## config.mk

```make
export PLATFORM = sky130hd
export DESIGN_NAME = replay_buffer
export DESIGN_NICKNAME = d
export VERILOG_FILES = /design/src/rtl/replay_pkg.sv /design/src/rtl/replay_ram.sv /design/src/rtl/replay_buffer.sv
export SDC_FILE = /design/constraint.sdc
export NUM_CORES = 1
export LEC_CHECK = 0
export CAP_MARGIN = 20
export CORE_UTILIZATION = 35
export DETAILED_ROUTE_END_ITERATION = 8
export GPL_TIMING_DRIVEN = 0
export MAX_ROUTING_LAYER = met4
export PLACE_DENSITY = 0.49
export SYNTH_ARGS = -nofsm -noshare
export SYNTH_HDL_FRONTEND = slang
export SYNTH_SLANG_ARGS = --single-unit
```

## constraint.sdc

```tcl
create_clock -name clk -period 18.1 [get_ports clk]
set_input_delay 3.62 -clock clk [delete_from_list [all_inputs] [get_ports clk]]
set_output_delay 3.62 -clock clk [all_outputs]
set_load 0.02 [all_outputs]
```

## src/rtl/replay_pkg.sv

```systemverilog
// replay_pkg: shared state type and sequence helpers for the
// data-link replay buffer.
package replay_pkg;

  localparam int SEQ_W_DEF = 12;

  typedef enum logic {
    SEND,
    REPLAY
  } state_e;

  function automatic logic [SEQ_W_DEF-1:0] seq_diff(
    input logic [SEQ_W_DEF-1:0] a,
    input logic [SEQ_W_DEF-1:0] b
  );
    return a - b;
  endfunction

endpackage

```

## src/rtl/replay_ram.sv

```systemverilog
// replay_ram: DEPTH x W storage, one write port and one
// registered read port that doubles as the output data register.
module replay_ram #(
  parameter int DEPTH = 8,
  parameter int W     = 140
) (
  input  logic                     clk,
  input  logic                     rst,
  input  logic                     i_wr_en,
  input  logic [$clog2(DEPTH)-1:0] i_wr_addr,
  input  logic [W-1:0]             i_wr_data,
  input  logic                     i_rd_en,
  input  logic [$clog2(DEPTH)-1:0] i_rd_addr,
  output logic [W-1:0]             o_rd_data
);

  logic [W-1:0] r_mem [DEPTH];
  logic [W-1:0] r_rd_data;

  always_ff @(posedge clk) begin
    if (i_wr_en) r_mem[i_wr_addr] <= i_wr_data;
  end

  always_ff @(posedge clk) begin
    if (!rst) r_rd_data <= '0;
    else if (i_rd_en) r_rd_data <= r_mem[i_rd_addr];
  end

  assign o_rd_data = r_rd_data;

endmodule

```

## src/rtl/replay_buffer.sv

```systemverilog
// replay_buffer: sequences, holds and retransmits framed TLPs.
// Define REPLAY_TIMER_EN for the ACK/NAK timeout replay.
module replay_buffer
  import replay_pkg::*;
#(
  parameter int DATA_W = 128,
  parameter int DEPTH  = 8,
  parameter int SEQ_W  = SEQ_W_DEF
`ifdef REPLAY_TIMER_EN
  ,
  parameter int REPLAY_TIMEOUT = 1024
`endif
) (
  input  logic                   clk,
  input  logic                   rst,
  input  logic                   in_valid,
  output logic                   in_ready,
  input  logic [DATA_W-1:0]      in_data,
  input  logic                   ack_valid,
  input  logic                   ack_nak,
  input  logic [SEQ_W-1:0]       ack_seq,
  output logic                   out_valid,
  input  logic                   out_ready,
  output logic [DATA_W-1:0]      out_data,
  output logic [SEQ_W-1:0]       out_seq,
  output logic                   out_replay,
  output logic [$clog2(DEPTH):0] count,
  output logic                   full,
  output logic                   empty,
  output logic                   retrain
);

  localparam int AW = $clog2(DEPTH);
  localparam int PW = AW + 1;
  localparam int EW = SEQ_W + DATA_W;

  state_e r_state, w_state_nx;

  logic [PW-1:0]    r_wr, r_rd, r_tx, r_end;
  logic [PW-1:0]    w_rd_nx, w_tx_nx;
  logic [PW-1:0]    w_tx_adv, w_end_nx, w_sent;
  logic [SEQ_W-1:0] r_seq, w_rd_seq, w_d;
  logic [1:0]       r_rnum;
  logic             r_retrain, r_ovalid, r_oreplay;
  logic             w_wr, w_xfer, w_hit, w_nak;
  logic             w_tfire, w_load, w_ovalid_nx;
  logic [EW-1:0]    w_rdata;

  assign count    = r_wr - r_rd;
  assign full     = (count == PW'(DEPTH));
  assign empty    = (count == '0);
  assign in_ready = !full;

  assign w_wr   = in_valid && !full;
  assign w_xfer = r_ovalid && out_ready;
  assign w_sent = r_tx - r_rd;

  // Entries are contiguous, so the oldest seq is derived.
  assign w_rd_seq = seq_diff(r_seq, SEQ_W'(count));
  assign w_d      = seq_diff(ack_seq, w_rd_seq);
  assign w_hit    = ack_valid
                 && (w_d < SEQ_W'(w_sent));
  assign w_rd_nx  = w_hit
                  ? r_rd + PW'(w_d) + PW'(1)
                  : r_rd;

  assign w_nak    = (ack_valid && ack_nak) || w_tfire;
  assign w_tx_adv = r_tx + PW'(w_xfer);
  assign w_end_nx = (w_nak && r_state == SEND)
                  ? w_tx_adv
                  : r_end;

  always_comb begin
    w_state_nx = r_state;
    w_tx_nx    = w_tx_adv;
    if (w_nak) begin
      w_tx_nx    = w_rd_nx;
      w_state_nx = (w_rd_nx != w_end_nx)
                 ? REPLAY : SEND;
    end else if (r_state == REPLAY
              && w_tx_adv == r_end) begin
      w_state_nx = SEND;
    end
  end

  // Prefetch the word after tx so transfers run back to back.
  assign w_load = !w_nak
               && (!r_ovalid || out_ready)
               && (w_tx_adv != r_wr);
  assign w_ovalid_nx = w_load
                    || (r_ovalid && !out_ready && !w_nak);

  always_ff @(posedge clk) begin
    if (!rst) r_state <= SEND;
    else      r_state <= w_state_nx;
  end

  always_ff @(posedge clk) begin
    if (!rst) begin
      r_wr      <= '0;
      r_rd      <= '0;
      r_tx      <= '0;
      r_end     <= '0;
      r_seq     <= '0;
      r_rnum    <= '0;
      r_retrain <= 1'b0;
      r_ovalid  <= 1'b0;
      r_oreplay <= 1'b0;
    end else begin
      r_wr      <= r_wr + PW'(w_wr);
      r_rd      <= w_rd_nx;
      r_tx      <= w_tx_nx;
      r_end     <= w_end_nx;
      r_seq     <= r_seq + SEQ_W'(w_wr);
      r_retrain <= w_nak && (r_rnum == 2'd3);
      r_ovalid  <= w_ovalid_nx;
      if (w_nak)      r_rnum <= r_rnum + 2'd1;
      else if (w_hit) r_rnum <= '0;
      if (w_load)
        r_oreplay <= (r_state == REPLAY)
                  && (w_tx_adv != r_end);
    end
  end

`ifdef REPLAY_TIMER_EN
  localparam int TW = $clog2(REPLAY_TIMEOUT + 1);
  logic [TW-1:0] r_tmr;

  assign w_tfire = (w_sent != '0)
                && (r_tmr == TW'(REPLAY_TIMEOUT - 1));

  always_ff @(posedge clk) begin
    if (!rst || w_sent == '0 || w_hit || w_nak)
      r_tmr <= '0;
    else
      r_tmr <= r_tmr + TW'(1);
  end
`else
  assign w_tfire = 1'b0;
`endif

  replay_ram #(
    .DEPTH (DEPTH),
    .W     (EW)
  ) u_ram (
    .clk       (clk),
    .rst       (rst),
    .i_wr_en   (w_wr),
    .i_wr_addr (r_wr[AW-1:0]),
    .i_wr_data ({r_seq, in_data}),
    .i_rd_en   (w_load),
    .i_rd_addr (w_tx_adv[AW-1:0]),
    .o_rd_data (w_rdata)
  );

  assign out_valid  = r_ovalid;
  assign out_replay = r_oreplay;
  assign out_seq    = w_rdata[EW-1:DATA_W];
  assign out_data   = w_rdata[DATA_W-1:0];
  assign retrain    = r_retrain;

endmodule
```

; ---- Yosys cells after proc, flatten, opt, wreduce, memory -nomap -nowiden
; Memory sizes are Yosys's and may differ from the RTL's. A register that Yosys moved wholly into a read port is not among the register bits.
; Index checks and enable logic that the tools add are counted.
; W data, S select, Z words.
[totals]
regBits = 34
latch_bits = 0
ram_bits = 1120
romBits = 0
input_bits = 146
memories = 1
[op_classes]
n_addsub = 10
n_mul = 0
n_div = 0
magnitude_cmp = 1
eq_ne = 6
shifts = 0
muxes = 10
bitwise = 1
n_reduce_logical = 22
[mem_list]
columns = memory, depth, word_bits, rd, rd_ports_with_merged_regs, write_ports, line
row1 = u_ram.r_mem, 8, 140, 1, 1, 1, replay_ram.sv:17  ; logic [W-1:0] r_mem [DEPTH];
[op_table]
columns = op, n
row1 = $add A12 B1 Y12, 1
row2 = $logic_and A1 B1 Y1, 12
row3 = $lt A12 B4 Y1, 1
row4 = $mux W4, 3
row5 = $ne A4 B4 Y1, 3
row6 = $sub A12 B12 Y12, 1
row7 = $sub A12 B4 Y12, 1
row8 = $add A4 B1 Y4, 2
row9 = $sub A4 B4 Y4, 2
row10 = $logic_not A1 Y1, 5
row11 = $mux W1, 5
row12 = $add A4 B1 Y4 const B, 1
row13 = $add A4 B4 Y4, 1
row14 = $eq A4 B4 Y1, 1
row15 = $eq A4 B4 Y1 const B, 1
row16 = $logic_not A4 Y1, 1
row17 = $mux W2, 2
row18 = $reduce_bool A2 Y1, 2
row19 = $add A2 B1 Y2 const B, 1
row20 = $eq A2 B2 Y1 const B, 1
row21 = $logic_or A1 B1 Y1, 2
row22 = $not A1 Y1, 1

; ---- Longest topological paths before layout
; Gate-level depths: netlist of the first run.
[logic_depth]
depth_word = 9
depth_mapped = 22
mapped_depth_nobuf = 21

; ---- Hierarchy
; From an unflattened synthesis of the first run, not the netlist that was laid out.
[hier_totals]
cells_unflattened = 2899
hier_area_um2 = 49907.9
[modules_own_cells]
columns = module, n_inst, cells_per_inst, area_per_inst_um2, seq_area_each_um2
row1 = replay_ram, 1, 2567, 47068.9, 36434.9
row2 = replay_buffer, 1, 332, 2839.0, 680.7

; ---- Worst setup path before layout of the first run
; OpenSTA, ideal clock, no wires.
[synth_path]
path_kind = in2reg
from = input in_valid
to = memory u_ram.r_mem[1][0] (enable)
setup_ps = 811
arrival_ps = 13425
path_slack_ps = 3864
stages = 3
path_buffers = 0
cell_sequence = nor2b_1 > nand2_1 > nor3_1
[synth_via]
elab_chain_cells = 3
[synth_rtl]
columns = element, line
row1 = start: declaration, replay_buffer.sv:16  ; input logic in_valid,
row2 = $logic_and A1 B1 Y1, replay_buffer.sv:54  ; assign w_wr = in_valid && !full;
row3 = $mux W1, replay_ram.sv:21  ; if (i_wr_en) r_mem[i_wr_addr] <= i_wr_data;
row4 = $mux W1 (not written as such), replay_ram.sv:21
row5 = end: declaration, replay_ram.sv:17
; No other way between the ends.

; ---- Worst setup path in the final report of the first run
[layout_path]
from = input ack_seq[1]
to = register r_state
[layout_via]
elab_chain_cells = 7
[layout_rtl]
columns = element, line
row1 = start: declaration, replay_buffer.sv:21  ; input logic [SEQ_W-1:0] ack_seq,
row2 = $sub A12 B12 Y12 (*), replay_pkg.sv:16  ; return a - b;
row3 = $add A4 B4 Y4 or $lt A12 B4 Y1 (tied branches), "replay_buffer.sv:64, replay_buffer.sv:62"
row4 = $add A4 B1 Y4 or $logic_and A1 B1 Y1 (tied branches), "replay_buffer.sv:64, replay_buffer.sv:62"
row5 = $mux W4 (*), replay_buffer.sv:64  ; ? r_rd + PW'(w_d) + PW'(1)
row6 = $ne A4 B4 Y1 (*), replay_buffer.sv:78  ; w_state_nx = (w_rd_nx != w_end_nx)
row7 = $mux W1 (*), replay_buffer.sv:79  ; ? REPLAY : SEND;
row8 = $mux W1 (*), replay_buffer.sv:76  ; if (w_nak) begin
row9 = end signal: assignment, replay_buffer.sv:95  ; else r_state <= w_state_nx;
row10 = end: declaration, replay_buffer.sv:37  ; state_e r_state, w_state_nx;
; Mark *: on every way between the ends. The rest lies on a longest branch, timed or not.
; A chain may end at the register's enable or synchronous reset.

==> qor.csv, run 1 <==
metric;value;unit
sequential area share after synthesis;75.1;%
Worst EP arrival;7.93;ns
largest family of logic cells by synthesized area;multiplexers;
post-synth top area share;68.0;%
NumNets Final;3165;
Top FF cell, synth;edfxtp_1;
adder-cell share of the synthesized area;1.24;%
cts hold-fix bufs;0;
# H-tree levels;4;
clock latency on the worst-skew pair;0.75;ns
layout cells sized above 1;20.4;%
Vias;25000;
Filler cells;12100;
worst endpoint required time;18.71;ns
die outline width;378;um
largest cells by area after synthesis;edfxtp_1 (68%), mux4_2 (13%), dfxtp_1 (7.0%);
Synth cell types;52;
Post-CTS Repair Setup Buffers;0;
XOR/XNOR Fraction of Synth Area;0.655;%
Total GRT Usage;18.6;%
Final Cycle Share;40.4;%
post-synthesis mux area share;15.8;%
initial antenna violation count;30;
Slew Viols, Final;0;
first-pass GRT wire length;185;mm
hpwl dp;85.6;mm
Die H;378;um
combinational fraction of design power;16.1;%
DRT Wirelength;128;mm
Power Internal;5760;uW
Core Rows;137;
Pre-antenna DRT Iters;5;
status;completed;
Max Buffers Root-to-Sink;3;
post-placement setup slack;9.94;ns
number of port buffers;294;
crit path max fanout;9;
Clk pwr share;38.4;%
Core Area;0.140;mm2
top-count cell post-synth;edfxtp_1;
Hold Path Class;reg2reg;
Via-to-Cell Ratio;5.00;
CTS tree;built;
Placer Congestion;0.759;
post-layout minimum cycle time;7.31;ns
die area;0.143;mm2
largest net degree at the start of global routing;23;
post-cts resize count;0;
Total Power;7660;uW
wire per inst;25.6;um
Power per Cell Area;125;mW/mm2
synthesized instance count;2422;
number of enable flip-flop cells after synthesis;1120;
Synth async-reset ratio;0;%
kind of start point of the critical path;input pin;
Final Hold Viols;0;
Seq pwr share;45.6;%
Crit Path Category;in2reg;
Final Util;44.0;%
flops & latches, synth;1294;
worst hold slack;0.492;ns
Sink Count;1294;
CTS buffer count;143;
Post-synth top cells;edfxtp_1 (1120), mux4_2 (280), dfxtp_1 (174);
clk root buf;clkbuf_16;
final setup vio count;0;
post-synthesis compound-gate area fraction;3.58;%
RSZ-0062 raised after global routing;no;
Residual DRC;0;
fin cells;4993;
Net Sw Frac;24.9;%
clock skew;0.0187;ns
synthesized-area fraction occupied by and/or/nand/nor cells;2.35;%
syn avg cell area;20.4;um2
grt ovf;0;
area grow syn2layout;24.3;%
Rel. slew slack;26.1;%
Worst-path clk slew;0.05;ns
placed cells;4693;
initial drt markers;1673;
Netlist Area Pre-Place;0.0494;mm2
Max Freq;0.137;GHz
net load switching power;1900;uW
slew at the pin closest to its max-slew limit;1.11;ns
Leakage;0.0209;uW
CP endpoint kind;flip-flop;
peak supply drop;0.0840;mV
vias in the first global route;27100;
Net Count, Synth;2613;
Synth area leader;edfxtp_1;
Max Cap Viol;0;
final setup margin;10.79;ns
post-route ant nets;0;
Initial Utilization;35.4;%
Top Ports;296;
Synth warnings;0;
==> worst max-delay path, cell delays in order <==
cell and delay, ns:
clkdlybuf4s50_1 0.47, inv_1 0.06, fa_1 0.54, inv_1 0.07, ha_1 0.27, a21o_1 0.18, a21oi_1 0.18, xnor2_1 0.19
ha_1 0.28, o21ai_0 0.07, a21oi_1 0.06, nor3b_1 0.28, o221ai_2 0.16, nor4_2 0.34, nand3b_1 0.13, buf_6 0.17
mux2_4 0.31, a2111oi_2 0.41, a31oi_1 0.13
==> cell usage in the layout (no fill, tap or decap), types with 30 or more instances in the layout <==
master and instances:
buf_12 34, clkbuf_1 127, mux2i_1 149, mux4_2 280, o211a_1 142, ha_1 38
buf_1 30, buf_6 38, clkdlybuf4s50_1 294, edfxtp_1 1120, nand2_1 156, inv_1 36
clkbuf_16 149, dfxtp_1 174
==> state kept, by name, summed over array words and instances, names as in the netlist, 2 cells and up <==
register	flops
r_tx	4
r_rd	4
r_end	4
r_wr	4
r_seq	12
r_rnum	2
u_ram.r_mem	1120
u_ram.o_rd_data	140
==> final cells by class <==
class                      instances  area (um2)  area share (%)
sequential                      1294       37100            60.4
inverter                          36         135           0.220
clock inverter                    68         713            1.16
timing repair buffer             407        4760            7.75
clock buffer                     195        4090            6.65
antenna                           25        62.6           0.102
tap                             1876        2350            3.82
multi-input combinational        958       11700            19.1
buffer                           134         514           0.836
==> path summary, 6_finish.rpt <==
kind	startpoint	to	slack [ns]	cells after the start
setup / recovery	ack_seq[1]	r_state	10.79	19
hold / removal	u_ram.o_rd_data[58]	u_ram.o_rd_data[58]	0.49	1
setup reg to reg	r_wr[1]	r_state	12.84	19
hold reg to reg	u_ram.o_rd_data[58]	u_ram.o_rd_data[58]	0.49	1
==> cells by family (layout without fill, tap and decap cells) <==
| group | count (synthesis) | in the layout |
|---|---|---|
| DFF | 1294 | 1294 |
| muxes | 430 | 430 |
| and+or+nand+nor | 257 | 257 |
| AOI/OAI and AO/OA | 189 | 189 |
| buffers and inverters | 170 | 840 |
| adders and majority gates | 45 | 45 |
| xor gates and xnor gates | 37 | 37 |
| other | 0 | 25 |
==> power by group through the flow <==
stage / combinational, uW / clock, uW / sequential, uW
final: 1230 / 2940 / 3490
after global routing: 1330 / 3120 / 3510
after CTS: 1250 / 3010 / 3490
after detailed placement: 1240 / 0 / 3560
after global placement: 1180 / 0 / 3620
after floorplan: 600 / 0 / 3650
==> metal layers <==
layer / up-vias / track usage [%] / wire, um
li1: 11000 / - / -
met1: 13200 / 22.8 / 53300
met2: 595 / 31.2 / 65400
met3: 164 / 4.00 / 6890
met4: 0 / 4.74 / 2140
met5: - / - / 0
==> metrics by stage <==
step	TNS [ns]	cell area (um2)
3_3_place_gp	-3373.98	54700
3_5_place_dp	0	56400
4_1_cts	0	61200
2_1_floorplan	0	49400
5_1_grt	0	61500
6_report	0	61500
Power figures use the tool's default switching activity.
==> run 2, diff against run 1 <==
clock period = 7.5 ns   (was 18.1 ns; I/O delays follow)
==> run 2 against run 1 <==
  * Core utilization about the same
  * Hold slack got worse by 0.0010 ns
  * Setup slack got worse by 8.7 ns
  * Clock skew increased by 0.0047 ns
  * Total power increased by 140%
  * Wire length increased by 0.10%
  * Cell area about the same
  * Largest cell class unchanged
==> qor.csv, run 2 (same netlist as run 1, synthesis figures left out) <==
metric;value;unit;change
status;completed;;
Crit Path Category;reg2reg;;
net load switching power;4570;uW;+140%
Core Area;0.140;mm2;unchanged
CP Depth;19;;unchanged
R2R depth;19;;unchanged
Residual DRC;0;;unchanged
RR Startpoint;r_wr[1];;
Net Sw Frac;25.1;%;+0.22 points
die outline width;378;um;unchanged
clk root buf;clkbuf_16;;
first-pass GRT wire length;184;mm;-0.51%
Top Ports;296;;unchanged
hpwl dp;85.3;mm;-0.34%
initial antenna violation count;28;;-6.7%
Sink Count;1294;;unchanged
Max stage delay on crit path;0.64;ns;+0.10 ns
die area;0.143;mm2;unchanged
Die H;378;um;unchanged
Seq pwr share;46.3;%;+0.7 points
Placer Congestion;0.764;;+0.59%
DP Area;0.0567;mm2;+0.37%
wire per inst;25.7;um;+0.41%
NumNets Final;3155;;-0.32%
CP Buf/Inv Count;2;;-2
Vias;24900;;-0.30%
flip-flop count of the largest register after layout;1120;;unchanged
Worst EP arrival;6.00;ns;-1.93 ns
number of port buffers;294;;unchanged
Final Util;44.0;%;about the same
Pre-antenna DRT Iters;5;;unchanged
layout cells sized above 1;19.6;%;-0.76 points
Max Buffers Root-to-Sink;3;;unchanged
combinational fraction of design power;16.6;%;+0.5 points
grt ovf;0;;unchanged
Max Cap Viol;0;;unchanged
slew at the pin closest to its max-slew limit;1.03;ns;-0.0825 ns
Final Cycle Share;71.7;%;
Rel. slew slack;31.6;%;+5.5 points
RSZ-0062 raised after global routing;no;;
clock latency on the worst-skew pair;0.75;ns;about the same
area grow syn2layout;24.4;%;about the same
Critical R2R Capture;r_state;;
Slew Viols, Final;0;;unchanged
Max Freq;0.186;GHz;
DRT Wirelength;128;mm;+0.10%
crit-path leading delay family;adder cells;;
Total GRT Usage;18.6;%;about the same
register with the most flip-flops;u_ram.r_mem;;
Power Internal;13700;uW;+140%
final setup vio count;0;;unchanged
post-route ant nets;0;;unchanged
clock skew;0.0234;ns;+0.00465 ns
hold path depth;2;;+1
Initial Utilization;35.4;%;unchanged
CP endpoint kind;flip-flop;;
# H-tree levels;4;;unchanged
Leakage;0.0209;uW;-0.28%
multi-input combinational cell area;0.0118;mm2;+0.11%
Post-CTS Repair Setup Buffers;0;;unchanged
crit path from;r_wr[1];;
Critical-path top delay cell;dfxtp_1;;
Via-to-Cell Ratio;5.00;;about the same
CP most frequent cell;ha_1;;
FF+latch area;0.0371;mm2;unchanged
worst hold slack;0.491;ns;-0.00104 ns
commonest non-fill, non-tap cell in the layout;edfxtp_1;;
Worst-path clk slew;0.06;ns;about the same
final setup margin;2.12;ns;-8.67 ns
Hold Path Class;reg2reg;;
CTS tree;built;;
Filler cells;12100;;-0.29%
CTS buffer count;142;;-0.70%
initial drt markers;1897;;+13%
post-placement setup slack;1.51;ns;-8.43 ns
worst endpoint required time;8.12;ns;-10.59 ns
Final Hold Viols;0;;unchanged
peak supply drop;0.162;mV;+93%
Clk pwr share;37.2;%;-1.2 points
cts hold-fix bufs;0;;unchanged
Power per Cell Area;296;mW/mm2;+140%
Core Rows;137;;unchanged
post-layout minimum cycle time;5.38;ns;
Final Cell Area;0.0615;mm2;about the same
most frequent cells in the layout;edfxtp_1 (1120), clkdlybuf4s50_1 (294), mux4_2 (280);;
crit path max fanout;10;;+1
vias in the first global route;26300;;-3.0%
crit-path cells;ha_1 -> a21o_1 -> a21o_1 -> xnor2_1 -> fa_1 -> inv_1 -> ha_1 -> xnor2_1 -> ha_1 -> o21ai_0 -> a21oi_1 -> nor3b_1 -> o221ai_2 -> nor4_2 -> nand3b_1 -> buf_6 -> mux2_4 -> a2111oi_2 -> a31oi_1;;
flop-to-flop setup slack;2.12;ns;-10.72 ns
crit path capture;r_state;;
largest net degree at the start of global routing;23;;unchanged
post-cts resize count;0;;unchanged
kind of start point of the critical path;flip-flop;;
==> run 2: cell count changes in the layout (fill, tap and decap cells not counted), moves of 3 or more <==
cell        delta
bufinv_16      -5
clkbuf_16      -3
buf_16        +22
clkbuf_1      +18
clkinv_2       -5
buf_6         -32
clkinvlp_4     -3
buf_4          -5
clkinv_1       -5
buf_8          +7
clkbuf_8       -6
==> run 2: cell type report <==
type	instances	share of cell area, %
clock buffer	204	6.50
clock inverter	55	0.885
sequential	1294	60.3
timing repair buffer	398	8.22
multi-input combinational	958	19.1
tap	1876	3.82
buffer	134	0.836
antenna	23	0.0935
inverter	36	0.220
==> run 2: worst register-to-register path, stage by stage, from the launching register on <==
cell	delay, ns
dfxtp_1	0.64
ha_1	0.33
a21o_1	0.18
a21o_1	0.18
xnor2_1	0.39
fa_1	0.50
inv_1	0.08
ha_1	0.28
xnor2_1	0.30
ha_1	0.28
o21ai_0	0.07
a21oi_1	0.06
nor3b_1	0.33
o221ai_2	0.17
nor4_2	0.33
nand3b_1	0.15
buf_6	0.17
mux2_4	0.31
a2111oi_2	0.39
a31oi_1	0.12
==> run 2: how the worst min path moves through the flow <==
stage                        start             endpoint  slack, ns
2_1_floorplan            r_rnum[1]            r_rnum[1]       0.46
3_3_place_gp             r_rnum[1]            r_rnum[1]       0.48
3_5_place_dp   u_ram.o_rd_data[35]  u_ram.o_rd_data[35]       0.49
4_1_cts                  r_rnum[1]            r_rnum[1]       0.50
5_1_grt         u_ram.o_rd_data[9]   u_ram.o_rd_data[9]       0.51
6_report                 r_rnum[1]            r_rnum[1]       0.49
==> run 2: power by group through the flow <==
stage	logic (uW)	registers [uW]	clock network (uW)
after floorplan	1450	8790	0
after global placement	2850	8680	0
after detailed placement	3040	8590	0
after CTS	3050	8440	6960
after global routing	3260	8470	7240
final	3020	8440	6780
==> run 2: metal layers <==
layer / vias up / global-route usage [%] / wire (um)
met5: - / - / 0
met4: 0 / 4.75 / 2260
met3: 155 / 4.09 / 7660
met2: 599 / 30.1 / 64000
met1: 13100 / 23.7 / 53900
li1: 11000 / - / -
==> run 2: through the flow <==
step / instances / total power (uW) / TNS, ns
after floorplan: 2422 / 10200 / -943.34
after global placement: 4592 / 11500 / -
after detailed placement: 4677 / 11600 / 0
after CTS: 4936 / 18500 / 0
after global routing: 4972 / 19000 / 0
final: 4978 / 18200 / 0
==> run 3, diff against run 2 <==
clock period = 5.3 ns   (was 7.5 ns; I/O delays follow)
==> run 3 against run 2 <==
  * Flip-flop and latch count unchanged
  * Sequential share of layout area up 0.056 points
  * Cell area about the same
  * Sequential power up 41%
  * Non-clock buffer count down 6
  * Critical path depth up 3
  * Die area unchanged
  * Via count about the same
  * Wire length up 0.50%
  * Register-to-register slack worse by 1.8 ns
  * Clock power up 44%
  * Critical path type unchanged
  * Largest power group unchanged
==> qor.csv, run 3 (same netlist as run 1, synthesis figures left out) <==
metric;value;unit;change
clock latency on the worst-skew pair;0.76;ns;about the same
Power Internal;19400;uW;+42%
Worst-path clk slew;0.06;ns;about the same
Die H;378;um;unchanged
Slew Viols, Final;0;;unchanged
Worst EP arrival;5.59;ns;-0.41 ns
Final Hold Viols;0;;unchanged
Net Sw Frac;25.5;%;+0.42 points
combinational fraction of design power;16.6;%;about the same
first-pass GRT wire length;184;mm;-0.17%
placed cells;4673;;-0.086%
Clk pwr share;37.5;%;+0.3 points
flip-flop count of the largest register after layout;1120;;unchanged
CTS buffer count;143;;+0.70%
die outline width;378;um;unchanged
die area;0.143;mm2;unchanged
Total GRT Usage;18.6;%;about the same
Max Buffers Root-to-Sink;3;;unchanged
Crit Path Category;reg2reg;;
post-layout minimum cycle time;4.96;ns;-0.422 ns
layout cells sized above 1;20.5;%;+0.88 points
peak supply drop;0.207;mV;+28%
area grow syn2layout;24.3;%;about the same
fin cells;4976;;-0.040%
Via-to-Cell Ratio;5.00;;about the same
grt ovf;0;;unchanged
worst endpoint required time;5.94;ns;-2.18 ns
crit path max fanout;9;;-1
FF+latch area;0.0371;mm2;about the same
final setup margin;0.342;ns;-1.78 ns
post-route ant nets;0;;unchanged
Core Rows;137;;unchanged
clk root buf;clkbuf_16;;
Placer Congestion;0.761;;-0.31%
hpwl dp;84.1;mm;-1.4%
# H-tree levels;4;;unchanged
Initial Utilization;35.4;%;unchanged
register with the most flip-flops;u_ram.r_mem;;
NumNets Final;3150;;-0.16%
net load switching power;6620;uW;+45%
crit-path cells;inv_4 -> ha_4 -> inv_2 -> fa_2 -> inv_2 -> fa_1 -> inv_1 -> ha_1 -> a21o_1 -> a21oi_1 -> xnor2_1 -> ha_1 -> o21ai_0 -> a21oi_1 -> nor3b_2 -> o221ai_2 -> nor4_2 -> nand3b_1 -> buf_6 -> mux2_4 -> a2111oi_2 -> a31oi_1;;
commonest non-fill, non-tap cell in the layout;edfxtp_1;;
cts hold-fix bufs;0;;unchanged
CTS tree;built;;
Leakage;0.0209;uW;about the same
Sink Count;1294;;unchanged
Vias;24900;;+0.052%
Core Area;0.140;mm2;unchanged
Total Power;26000;uW;+42%
Final Util;44.0;%;about the same
Rel. slew slack;29.8;%;-1.8 points
RSZ-0062 raised after global routing;no;;
wire per inst;25.8;um;+0.54%
final setup vio count;0;;unchanged
Residual DRC;0;;unchanged
Filler cells;12100;;+0.22%
Hold Path Class;reg2reg;;
multi-input combinational cell area;0.0118;mm2;+0.55%
Power per Cell Area;422;mW/mm2;+42%
CP endpoint kind;flip-flop;;
worst hold slack;0.489;ns;-0.00201 ns
Max Freq;0.202;GHz;+8.5%
number of port buffers;294;;unchanged
Pre-antenna DRT Iters;8;;+3
initial drt markers;1978;;+4.3%
most frequent cells in the layout;edfxtp_1 (1120), clkdlybuf4s50_1 (294), mux4_2 (280);;
kind of start point of the critical path;flip-flop;;
Max stage delay on crit path;0.58;ns;-0.06 ns
Top Ports;296;;unchanged
post-placement setup slack;-0.152;ns;-1.66 ns
Seq pwr share;45.9;%;-0.4 points
Max Cap Viol;0;;unchanged
Critical-path top delay cell;fa_2;;
slew at the pin closest to its max-slew limit;1.05;ns;+0.0273 ns
initial antenna violation count;27;;-3.6%
largest net degree at the start of global routing;23;;unchanged
clock skew;0.0218;ns;-0.00160 ns
Final Cycle Share;93.5;%;+22 points
DRT Wirelength;128;mm;+0.50%
vias in the first global route;26500;;+0.97%
status;completed;;
[run 3: repair_timing]
action	in CTS	in global routing
hold endpoints to repair	0	0
endpoints found under the setup margin	0	1
setup buffers	0	0
resized for setup	0	3
[run 3: area by class of cell]
type / instances / area share (%)
Multi-Input combinational cell: 958 / 19.2
Antenna cell: 21 / 0.0855
Clock inverter: 74 / 1.12
Inverter: 36 / 0.224
Tap cell: 1876 / 3.82
Sequential cell: 1294 / 60.4
Buffer: 134 / 0.843
Timing Repair Buffer: 392 / 7.89
Clock buffer: 191 / 6.42
[run 3: power by group through the flow]
stage                     registers, uW  logic, uW  clock network [uW]
final                             11900       4310                9750
after global routing              12000       4620               10300
after CTS                         11900       4340                9990
after detailed placement          12100       4320                   0
after global placement            12200       4080                   0
after floorplan                   12400       2060                   0
[run 3: worst paths after layout]
check	startpoint	endpoint	slack, ns	depth (start not counted)
worst min-delay path	r_rnum[1]	r_rnum[1]	0.49	2
worst max-delay path	r_wr[0]	r_state	0.34	22
worst max register to register	r_wr[0]	r_state	0.34	22
worst min register to register	r_rnum[1]	r_rnum[1]	0.49	2
[run 3: metrics by stage]
stage	TNS (ns)	area, um2
finish	0	61500
global route	0	61500
CTS	0	61200
detailed placement	-3.47	56500
global placement	-5630.09	54800
floorplan	-401.10	49600
[run 3: routing by layer]
layer	global-route usage [%]	part of all wire (%)
met5	-	0
met4	4.76	1.8
met3	4.01	4.9
met2	31.5	51
met1	22.6	42
[run 3: worst max-delay path: cells and delay by family, from the launching register on]
family / cells / cell delay (ns)
muxes: 1 / 0.30
DFF: 1 / 0.37
adders and majority gates: 5 / 1.76
buffers and inverters: 5 / 0.41
and+or+nand+nor: 3 / 0.66
xor gates and xnor gates: 1 / 0.20
AOI/OAI and AO/OA: 7 / 1.13
